==> config.mk <==
export PLATFORM = sky130hd
export DESIGN_NAME = vdu_console_writer
export DESIGN_NICKNAME = d
export VERILOG_FILES = /design/src/rtl/vdu_console_writer.sv
export SDC_FILE = /design/constraint.sdc
export NUM_CORES = 1
export LEC_CHECK = 0
export CORE_UTILIZATION = 57
export DETAILED_ROUTE_END_ITERATION = 10
export GPL_TIMING_DRIVEN = 0
export PLACE_DENSITY = 0.84
export SYNTH_ARGS = -nofsm -noshare
export SYNTH_HDL_FRONTEND = slang
export SYNTH_SLANG_ARGS = --single-unit
==> constraint.sdc <==
create_clock -name i_clk -period 5.58 [get_ports i_clk]
set_input_delay 1.116 -clock i_clk [delete_from_list [all_inputs] [get_ports i_clk]]
set_output_delay 1.116 -clock i_clk [all_outputs]
set_load 0.03 [all_outputs]
==> src/rtl/vdu_console_writer.sv <==
// VDU console writer: converts a character byte stream into display-RAM
// writes, tracks the cursor, and scrolls by rotating a circular top-row
// pointer instead of moving RAM contents.
module vdu_console_writer #(
  parameter int unsigned COLS      = 60,
  parameter int unsigned ROWS      = 34,
  parameter int unsigned BASE_ADDR = 0,
  parameter int unsigned ADDRW     = 16,
  parameter logic [7:0]  BLANK     = 8'h20
) (
  input  logic                    i_clk,
  input  logic                    i_rst,
  input  logic                    i_valid,
  input  logic [7:0]              i_data,
  output logic                    o_ready,
  output logic                    o_write_en,
  output logic [ADDRW-1:0]        o_write_addr,
  output logic [7:0]              o_write_data,
  output logic [$clog2(ROWS)-1:0] o_top_row,
  output logic [$clog2(COLS)-1:0] o_cur_col,
  output logic [$clog2(ROWS)-1:0] o_cur_row,
  output logic                    o_busy
);

  localparam int unsigned CW    = $clog2(COLS);
  localparam int unsigned RW    = $clog2(ROWS);
  localparam int unsigned CELLS = ROWS * COLS;
  localparam int unsigned NW    = $clog2(CELLS + 1);

  localparam logic [CW-1:0] LAST_COL = CW'(COLS - 1);
  localparam logic [RW-1:0] LAST_ROW = RW'(ROWS - 1);
  localparam logic [NW-1:0] COLS_N   = NW'(COLS);
  localparam logic [NW-1:0] CELLS_N  = NW'(CELLS);

  typedef enum logic [1:0] {
    S_IDLE,
    S_CLEAR_ROW,
    S_CLEAR_ALL
  } state_t;

  state_t r_state, w_state_nxt;

  logic             r_ready, r_busy, r_we;
  logic [ADDRW-1:0] r_addr;
  logic [7:0]       r_data;
  logic [CW-1:0]    r_col;
  logic [RW-1:0]    r_row, r_top, r_fill;
  logic [NW-1:0]    r_cnt;

  logic             w_ready_nxt, w_busy_nxt, w_we_nxt;
  logic [ADDRW-1:0] w_addr_nxt;
  logic [7:0]       w_data_nxt;
  logic [CW-1:0]    w_col_nxt;
  logic [RW-1:0]    w_row_nxt, w_top_nxt, w_fill_nxt;
  logic [NW-1:0]    w_cnt_nxt;

  logic w_xfer, w_is_print, w_is_lf, w_is_cr, w_is_bs, w_is_ff;
  logic w_newline, w_scroll;
  logic [RW-1:0] w_row_inc, w_top_inc;

  // Physical cell address of (row, col) within the display RAM.
  function automatic logic [ADDRW-1:0] cell_addr(input logic [RW-1:0] row,
                                                 input logic [CW-1:0] col);
    logic [31:0] a;
    a = BASE_ADDR + (32'(row) * COLS) + 32'(col);
    return a[ADDRW-1:0];
  endfunction

  // Linear address used while sweeping the whole screen.
  function automatic logic [ADDRW-1:0] lin_addr(input logic [NW-1:0] idx);
    logic [31:0] a;
    a = BASE_ADDR + 32'(idx);
    return a[ADDRW-1:0];
  endfunction

  assign w_xfer     = i_valid && r_ready;
  assign w_is_print = (i_data >= 8'h20) && (i_data <= 8'h7E);
  assign w_is_lf    = (i_data == 8'h0A);
  assign w_is_cr    = (i_data == 8'h0D);
  assign w_is_bs    = (i_data == 8'h08);
  assign w_is_ff    = (i_data == 8'h0C);

  // A newline comes from LF or from a printable landing in the last column;
  // it only scrolls once the screen is full.
  assign w_newline = w_xfer && (w_is_lf || (w_is_print && (r_col == LAST_COL)));
  assign w_scroll  = w_newline && (r_fill == LAST_ROW);
  assign w_row_inc = (r_row == LAST_ROW) ? '0 : r_row + 1'b1;
  assign w_top_inc = (r_top == LAST_ROW) ? '0 : r_top + 1'b1;

  // State register; reset lands in the full-screen clear.
  always_ff @(posedge i_clk or posedge i_rst) begin
    if (i_rst) r_state <= S_CLEAR_ALL;
    else       r_state <= w_state_nxt;
  end

  // Next-state selection.
  always_comb begin
    w_state_nxt = r_state;
    unique case (r_state)
      S_IDLE: begin
        if (w_xfer && w_is_ff) w_state_nxt = S_CLEAR_ALL;
        else if (w_scroll)     w_state_nxt = S_CLEAR_ROW;
      end
      S_CLEAR_ROW: if (r_cnt == COLS_N)  w_state_nxt = S_IDLE;
      S_CLEAR_ALL: if (r_cnt == CELLS_N) w_state_nxt = S_IDLE;
      default:     w_state_nxt = S_CLEAR_ALL;
    endcase
  end

  // Next values for the registered outputs, cursor and sweep counter.
  // A clear spends one extra cycle at the terminal count with no write so
  // that o_ready rises only in the cycle after the last blank is visible.
  always_comb begin
    w_we_nxt   = 1'b0;
    w_addr_nxt = r_addr;
    w_data_nxt = r_data;
    w_col_nxt  = r_col;
    w_row_nxt  = r_row;
    w_top_nxt  = r_top;
    w_fill_nxt = r_fill;
    w_cnt_nxt  = r_cnt;
    unique case (r_state)
      S_IDLE: begin
        if (w_xfer) begin
          if (w_is_print) begin
            w_we_nxt   = 1'b1;
            w_addr_nxt = cell_addr(r_row, r_col);
            w_data_nxt = i_data;
            if (r_col != LAST_COL) w_col_nxt = r_col + 1'b1;
          end
          if (w_is_cr) w_col_nxt = '0;
          if (w_is_bs && (r_col != '0)) w_col_nxt = r_col - 1'b1;
          if (w_is_ff) begin
            // First blank goes out with the FF transfer itself.
            w_we_nxt   = 1'b1;
            w_addr_nxt = lin_addr('0);
            w_data_nxt = BLANK;
            w_cnt_nxt  = NW'(1);
          end
        end
        if (w_newline) begin
          w_col_nxt = '0;
          w_row_nxt = w_row_inc;
          if (w_scroll) begin
            w_top_nxt = w_top_inc;
            w_cnt_nxt = '0;
          end else begin
            w_fill_nxt = r_fill + 1'b1;
          end
        end
      end
      S_CLEAR_ROW: begin
        if (r_cnt != COLS_N) begin
          w_we_nxt   = 1'b1;
          w_addr_nxt = cell_addr(r_row, r_cnt[CW-1:0]);
          w_data_nxt = BLANK;
          w_cnt_nxt  = r_cnt + 1'b1;
        end
      end
      S_CLEAR_ALL: begin
        if (r_cnt != CELLS_N) begin
          w_we_nxt   = 1'b1;
          w_addr_nxt = lin_addr(r_cnt);
          w_data_nxt = BLANK;
          w_cnt_nxt  = r_cnt + 1'b1;
        end else begin
          w_col_nxt  = '0;
          w_row_nxt  = '0;
          w_top_nxt  = '0;
          w_fill_nxt = '0;
          w_cnt_nxt  = '0;
        end
      end
      default: ;
    endcase
    w_ready_nxt = (w_state_nxt == S_IDLE);
    w_busy_nxt  = !w_ready_nxt;
  end

  // Output and datapath registers.
  always_ff @(posedge i_clk or posedge i_rst) begin
    if (i_rst) begin
      r_ready <= 1'b0;
      r_busy  <= 1'b1;
      r_we    <= 1'b0;
      r_addr  <= '0;
      r_data  <= '0;
      r_col   <= '0;
      r_row   <= '0;
      r_top   <= '0;
      r_fill  <= '0;
      r_cnt   <= '0;
    end else begin
      r_ready <= w_ready_nxt;
      r_busy  <= w_busy_nxt;
      r_we    <= w_we_nxt;
      r_addr  <= w_addr_nxt;
      r_data  <= w_data_nxt;
      r_col   <= w_col_nxt;
      r_row   <= w_row_nxt;
      r_top   <= w_top_nxt;
      r_fill  <= w_fill_nxt;
      r_cnt   <= w_cnt_nxt;
    end
  end

  assign o_ready      = r_ready;
  assign o_busy       = r_busy;
  assign o_write_en   = r_we;
  assign o_write_addr = r_addr;
  assign o_write_data = r_data;
  assign o_top_row    = r_top;
  assign o_cur_col    = r_col;
  assign o_cur_row    = r_row;

endmodule

==> metrics.md, run 1 <==
| Metric | Value |
|---|---|
| Critical Path End Type | flop |
| Fin. max-slew vios | 0 |
| Overall power | 3.116 mW |
| Vias in the first global route | 4035 |
| Min-delay src | r_fill[5] |
| Post-cts sizing count | 0 |
| Clk buf depth | 2 |
| Crit Path Class | reg2reg |
| Total CTS buffers | 9 |
| CTS tree | yes |
| CTS Root Cell | clkbuf_8 |
| Setup crit start kind | flop |
| Share of flip-flops with an asynchronous set or reset | 1.000 |
| Worst slew pin tran | 1.025 ns |
| Hold Slack | 0.4899 ns |
| Power Internal | 1.592 mW |
| Reg-to-reg startpoint | o_cur_row[0] |
| Vias/cell | 6.233 |
| NumNets Final | 671 |
| Synth top area cells | dfrtp_1 31%, ha_1 11%, fa_1 4.7% |
| Starting Density | 0.5985 |
| Pleak | 2.378 nW |
| #FFs+latches synth | 61 |
| Worst clock skew | 0.01476 ns |
| Clock power frac | 0.131 |
| Ports | 56 |
| Post-Synth Adder-Cell Area | 0.1534 |
| Final Cycle Share | 0.8021 |
| F_max | 223.4 MHz |
| Seq/Total Area, Yosys | 0.3255 |
| Ant. Diodes | 0 |
| DP Worst Slack | 1.224 ns |
| Switching power | 1.524 mW |
| Hold Vio Cnt, Final | 0 |
| Detailed Place HPWL | 8937 um |
| Synth top cells by count | 59 x dfrtp_1, 48 x inv_1, 44 x nor2_1 |
| Synth Area in Compound Gates | 0.2318 |
| WL final | 11960 um |
| Number of flops mapped to enable cells by yosys | 0 |
| Post-route ant nets | 0 |
| Die ar. | 8607 um^2 |
| Row count | 32 |
| Core box area | 7848 um^2 |
| Clock Latency Late Sink | 0.35 ns |
| Max-Cap Viols | 0 |
| Die Y | 92.78 um |
| Post-DR wirelength/cell | 16.70 um |
| CP max FO | 11 |
| Setup TNS Final | 0 ns |
| Area Overhead vs Synth | 18.65% |
| RSZ-0062 raised after global routing | no |
| Setup violators final | 0 |
| Die width | 92.78 um |
| Dominant synthesized flop cell | dfrtp_1 |
| Post-Synth Simple-Gate Area | 0.1913 |
| Yosys warning total | 0 |
| First-pass GRT wire length | 19250 um |
| Initial antenna violation count | 0 |
| RD Place Congestion | 0.8685 |
| Number of distinct library cells after synthesis | 65 |
| Switching power share of the total | 0.4891 |
| Flop pwr share | 0.255 |
| Slew headroom | 0.2992 |
| Pin count of the biggest net entering global routing | 34 |
| PD cells | 559.2 nW/um^2 |
| Gr ovfl total | 0 |
| Total GRT Usage | 0.2859 |
| Syn_area_per_cell | 8.650 um^2 |
| Share of layout cells above drive strength 1 | 0.06026 |
| Largest family of logic cells by synthesized area | compound AO/OA/AOI/OAI gates |
| Dominant cell type by area after synthesis | dfrtp_1 |
| Mux share of post-synthesis cell area | 0.006660 |
| XOR/XNOR Fraction of Synth Area | 0.02983 |
| Status | finished, final reports clean |
| Detailed router's first-iteration violation count | 416 |
| Via count | 4463 |
| Critical Path Source | o_cur_row[0] |
| Clk sink count | 61 |
| Synth top area share | 0.3143 |
| Fin worst setup slack | 1.104 ns |
| Setup repair bufs after CTS | 0 |
| Mapped Area | 4697 um^2 |
| Peak supply drop | 324.3 uV |
| Critical Path AT | 4.69 ns |
| Post-route minimum period | 4.476 ns |
| Number of detailed-route iterations in the first pass | 8 |
| Count leader, synth | dfrtp_1 |
| Clock transition at the registers of the reported paths | 0.07 ns |
| Comb pwr share | 0.614 |
| H-Tree Depth | 3 |
| IO buf count | 52 |
| Critical path data required time | 5.80 ns |
| CTS Hold Buffers Added | 0 |
| Type of the worst min-delay path | reg2reg |
| DRC viols | 0 |
| Mapped Cells | 543 |
## cells in the final DEF (no fill, tap or decap), types with 6 or more instances in the layout
master           instances
dfrtp_1                 59
clkdlybuf4s50_1         52
nand2_1                 42
inv_1                   47
nand3_1                 26
nor3_1                   7
a21o_1                  12
o21ai_0                 42
clkbuf_1                11
nor2b_1                  8
xnor2_1                 10
a21oi_1                 36
nand4_1                  9
o31ai_1                 13
xor2_1                   6
fa_1                    11
ha_1                    40
nor2_1                  44
nand2b_1                 9
a31oi_1                 12
clkbuf_8                10
## sequential cells by signal, indices dropped and copies added, names as in the netlist, 2 cells and up
signal and flops:
o_write_addr 13, r_fill 6, o_write_data 8, o_top_row 6, r_cnt 11, o_cur_col 6, o_cur_row 6, r_state 2
## cell families (layout without fill, tap and decap cells)
logic type | count (synthesis) | count (layout)
DFF | 61 | 61
other | 1 | 3
AOI/OAI and AO/OA | 165 | 165
and+or+nand+nor | 178 | 178
muxes | 3 | 3
buffers and inverters | 68 | 137
adders and majority gates | 51 | 51
xor gates and xnor gates | 16 | 16
## per-stage QoR
step	util	cells	instance area, um^2
6_report	0.7101	716	5573
4_1_cts	0.7101	716	5573
2_1_floorplan	-	545	4705
3_3_place_gp	0.6821	699	5353
5_1_grt	0.7101	716	5573
3_5_place_dp	0.6846	700	5373
## final timing paths
path                                        end  slack [ns]  cells past startpoint
worst min-delay path                  r_fill[5]        0.49                      1
worst max register to register  o_write_addr[8]        1.10                     11
min in group asynchronous            o_write_en        1.16                      2
worst max-delay path            o_write_addr[8]        1.10                     11
worst min register to register        r_fill[5]        0.49                      1
max in group asynchronous       o_write_addr[8]        3.81                      3
## power groups by stage
stage / clock network [mW] / registers, mW / logic, mW
after floorplan: 0 / 0.950 / 1.18
after global placement: 0 / 0.789 / 1.82
after detailed placement: 0 / 0.799 / 1.88
after CTS: 0.411 / 0.792 / 1.90
after global routing: 0.426 / 0.817 / 2.12
final: 0.407 / 0.796 / 1.91
## cell type report
type | instances | area (um^2)
Timing Repair Buffer | 53 | 540.5
Sequential cell | 61 | 1529
Inverter | 50 | 187.7
Multi-Input combinational cell | 416 | 2890
Fill cell | 615 | 2275
Tap cell | 102 | 127.6
Clock inverter | 5 | 58.81
Buffer | 18 | 97.59
Clock buffer | 11 | 141.4
## worst max-delay path, stage by stage, from the launching register on
cell and delay, ns:
dfrtp_1 0.63, fa_1 0.51, fa_1 0.52, inv_1 0.06, fa_1 0.49, inv_1 0.06
ha_1 0.31, o21ai_0 0.16, a2111oi_0 0.95, xor2_1 0.17, a222oi_1 0.36, a21oi_1 0.12
## per-layer routing
| layer | vias to the layer above | wire (um) | GRT usage |
|---|---|---|---|
| met3 | 29 | 835 | 0.04351 |
| met4 | 0 | 332 | 0.1167 |
| met1 | 2111 | 5087 | 0.3784 |
| met5 | - | 0 | 0 |
| li1 | 2104 | - | - |
| met2 | 219 | 5700 | 0.4675 |
Note: power is estimated with default switching activity, not from simulation.
==> run 2: changes to the inputs <==
==> constraint.sdc (replaced) <==
create_clock -name i_clk -period 4.6 [get_ports i_clk]
set_input_delay 0.92 -clock i_clk [delete_from_list [all_inputs] [get_ports i_clk]]
set_output_delay 0.92 -clock i_clk [all_outputs]
set_load 0.03 [all_outputs]
==> run 2 against run 1 <==
Worst hold slack worse by 0.0021 ns. Cell area about the same. Final cell count did not move. Critical endpoint unchanged. Utilization barely moved. Largest cell class unchanged.
==> metrics.md, run 2 (synthesis results as in run 1) <==
| Metric | Value |
|---|---|
| Power Internal | 1.933 mW |
| Peak supply drop | 394.1 uV |
| Flip-flop count of the largest register after layout | 13 |
| Hold Vio Cnt, Final | 0 |
| Post-route ant nets | 0 |
| F_max | 231.3 MHz |
| Clk sink count | 61 |
| Initial antenna violation count | 0 |
| Setup TNS Final | 0 ns |
| Slew headroom | 0.3541 |
| IO buf count | 52 |
| Design area | 5574 um^2 |
| PD cells | 681.5 nW/um^2 |
| CP max-delay cell | a2111oi_1 |
| CP max FO | 11 |
| Clock Latency Late Sink | 0.35 ns |
| Ant. Diodes | 0 |
| Share of layout cells above drive strength 1 | 0.06026 |
| Flop pwr share | 0.255 |
| Buf/Inv on CP | 2 |
| Gr ovfl total | 0 |
| CP max stage delay | 0.79 ns |
| WL final | 12010 um |
| Critical Path AT | 4.54 ns |
| Detailed router's first-iteration violation count | 415 |
| Clk buf depth | 2 |
| Pleak | 2.378 nW |
| Critical Path End Type | flop |
| Vias in the first global route | 4035 |
| Post-route minimum period | 4.323 ns |
| Row count | 32 |
| Total CTS buffers | 9 |
| Vias/cell | 6.218 |
| CTS Root Cell | clkbuf_8 |
| DP Area | 5373 um^2 |
| Setup repair bufs after CTS | 0 |
| Status | finished, final reports clean |
| Die width | 92.78 um |
| RSZ-0062 raised after global routing | no |
| Total GRT Usage | 0.2859 |
| Core box area | 7848 um^2 |
| Clock transition at the registers of the reported paths | 0.07 ns |
| Final Cycle Share | 0.9398 |
| Comb pwr share | 0.616 |
| Clock power frac | 0.130 |
| Fin. max-slew vios | 0 |
| Worst clock skew | 0.01392 ns |
| Most frequent CP cell | fa_1 |
| Max-Cap Viols | 0 |
| Switching power share of the total | 0.4910 |
| Die ar. | 8607 um^2 |
| Switching power | 1.865 mW |
| Crit Path Class | reg2reg |
| DRC viols | 0 |
| CTS tree | yes |
| Area Overhead vs Synth | 18.67% |
| H-Tree Depth | 3 |
| NumNets Final | 671 |
| First-pass GRT wire length | 19250 um |
| Via count | 4452 |
| Number of detailed-route iterations in the first pass | 7 |
| Crit-path leading delay family | adder cells |
| Worst slew pin tran | 0.9563 ns |
| Die Y | 92.78 um |
| Commonest non-fill, non-tap cell in the layout | dfrtp_1 |
| Critical path data required time | 4.82 ns |
| RD Place Congestion | 0.8685 |
| Setup violators final | 0 |
| Cells along the critical path | fa_1, fa_1, inv_1, fa_1, inv_1, ha_1, o21ai_0, a2111oi_1, xor2_1, a222oi_1, a21oi_1 |
| Post-DR wirelength/cell | 16.77 um |
| Most frequent cells in the layout | 59 x dfrtp_1, 52 x clkdlybuf4s50_1, 47 x inv_1, 44 x nor2_1 |
| Setup crit start kind | flop |
| Detailed Place HPWL | 8937 um |
| Ports | 56 |
| Starting Density | 0.5985 |
| Type of the worst min-delay path | reg2reg |
| Pin count of the biggest net entering global routing | 34 |
==> run 2: stage by stage <==
stage	utilization	total power [mW]	setup slack, ns	hold slack (ns)	instances
final	0.7103	3.799	0.2771	0.4878	716
after global routing	0.7103	4.082	0.04030	0.5067	716
after CTS	0.7101	3.761	0.1646	0.4919	716
after detailed placement	0.6846	3.248	0.2442	0.4780	700
after global placement	0.6821	3.165	0.3494	0.4820	699
after floorplan	-	2.578	0.5467	0.4446	545
==> run 2: power groups by stage <==
| stage | Combinational (mW) | Clock [mW] | Sequential [mW] |
|---|---|---|---|
| global route | 2.57 | 0.516 | 0.991 |
| floorplan | 1.43 | 0 | 1.15 |
| global placement | 2.21 | 0 | 0.958 |
| finish | 2.34 | 0.493 | 0.967 |
| CTS | 2.30 | 0.498 | 0.960 |
| detailed placement | 2.28 | 0 | 0.969 |
==> run 2: routing by layer <==
layer,routed length (um),global-route usage,share of wire,up-vias
met5,0,0,0,-
met4,317,0.1167,0.026,0
met3,873,0.04351,0.073,26
met2,5735,0.4675,0.48,225
met1,5080,0.3784,0.42,2097
li1,-,-,-,2104
==> run 2: path summary, 6_finish.rpt <==
path / start / end / slack (ns) / depth (start not counted)
worst max register to register: o_cur_row[0] / o_write_addr[8] / 0.28 / 11
worst min-delay path: r_fill[5] / r_fill[5] / 0.49 / 1
worst min register to register: r_fill[5] / r_fill[5] / 0.49 / 1
min in group asynchronous: i_rst / o_write_en / 0.96 / 2
worst max-delay path: o_cur_row[0] / o_write_addr[8] / 0.28 / 11
max in group asynchronous: i_rst / o_write_addr[6] / 3.04 / 3
==> run 2: repair_timing <==
action,4_1_cts,5_1_grt
endpoints found under the setup margin,0,2
gates resized for setup,0,1
hold buffers,0,0
==> run 2: final cells by class <==
class                   count  area (um^2)
repair buffers             53        540.5
well taps                 102        127.6
flip-flops and latches     61         1529
clock inverters             5        58.81
inverters                  50        187.7
multi-input cells         416         2892
fillers                   614         2273
clock buffers              11        141.4
plain buffers              18        97.59
==> run 2: worst reg2reg max path, delay by kind of cell, from the launching register on <==
family	cells	cell delay (ns)
AOI/OAI and AO/OA	4	1.43
xor gates and xnor gates	1	0.17
adders and majority gates	4	1.84
buffers and inverters	2	0.12
DFF	1	0.64
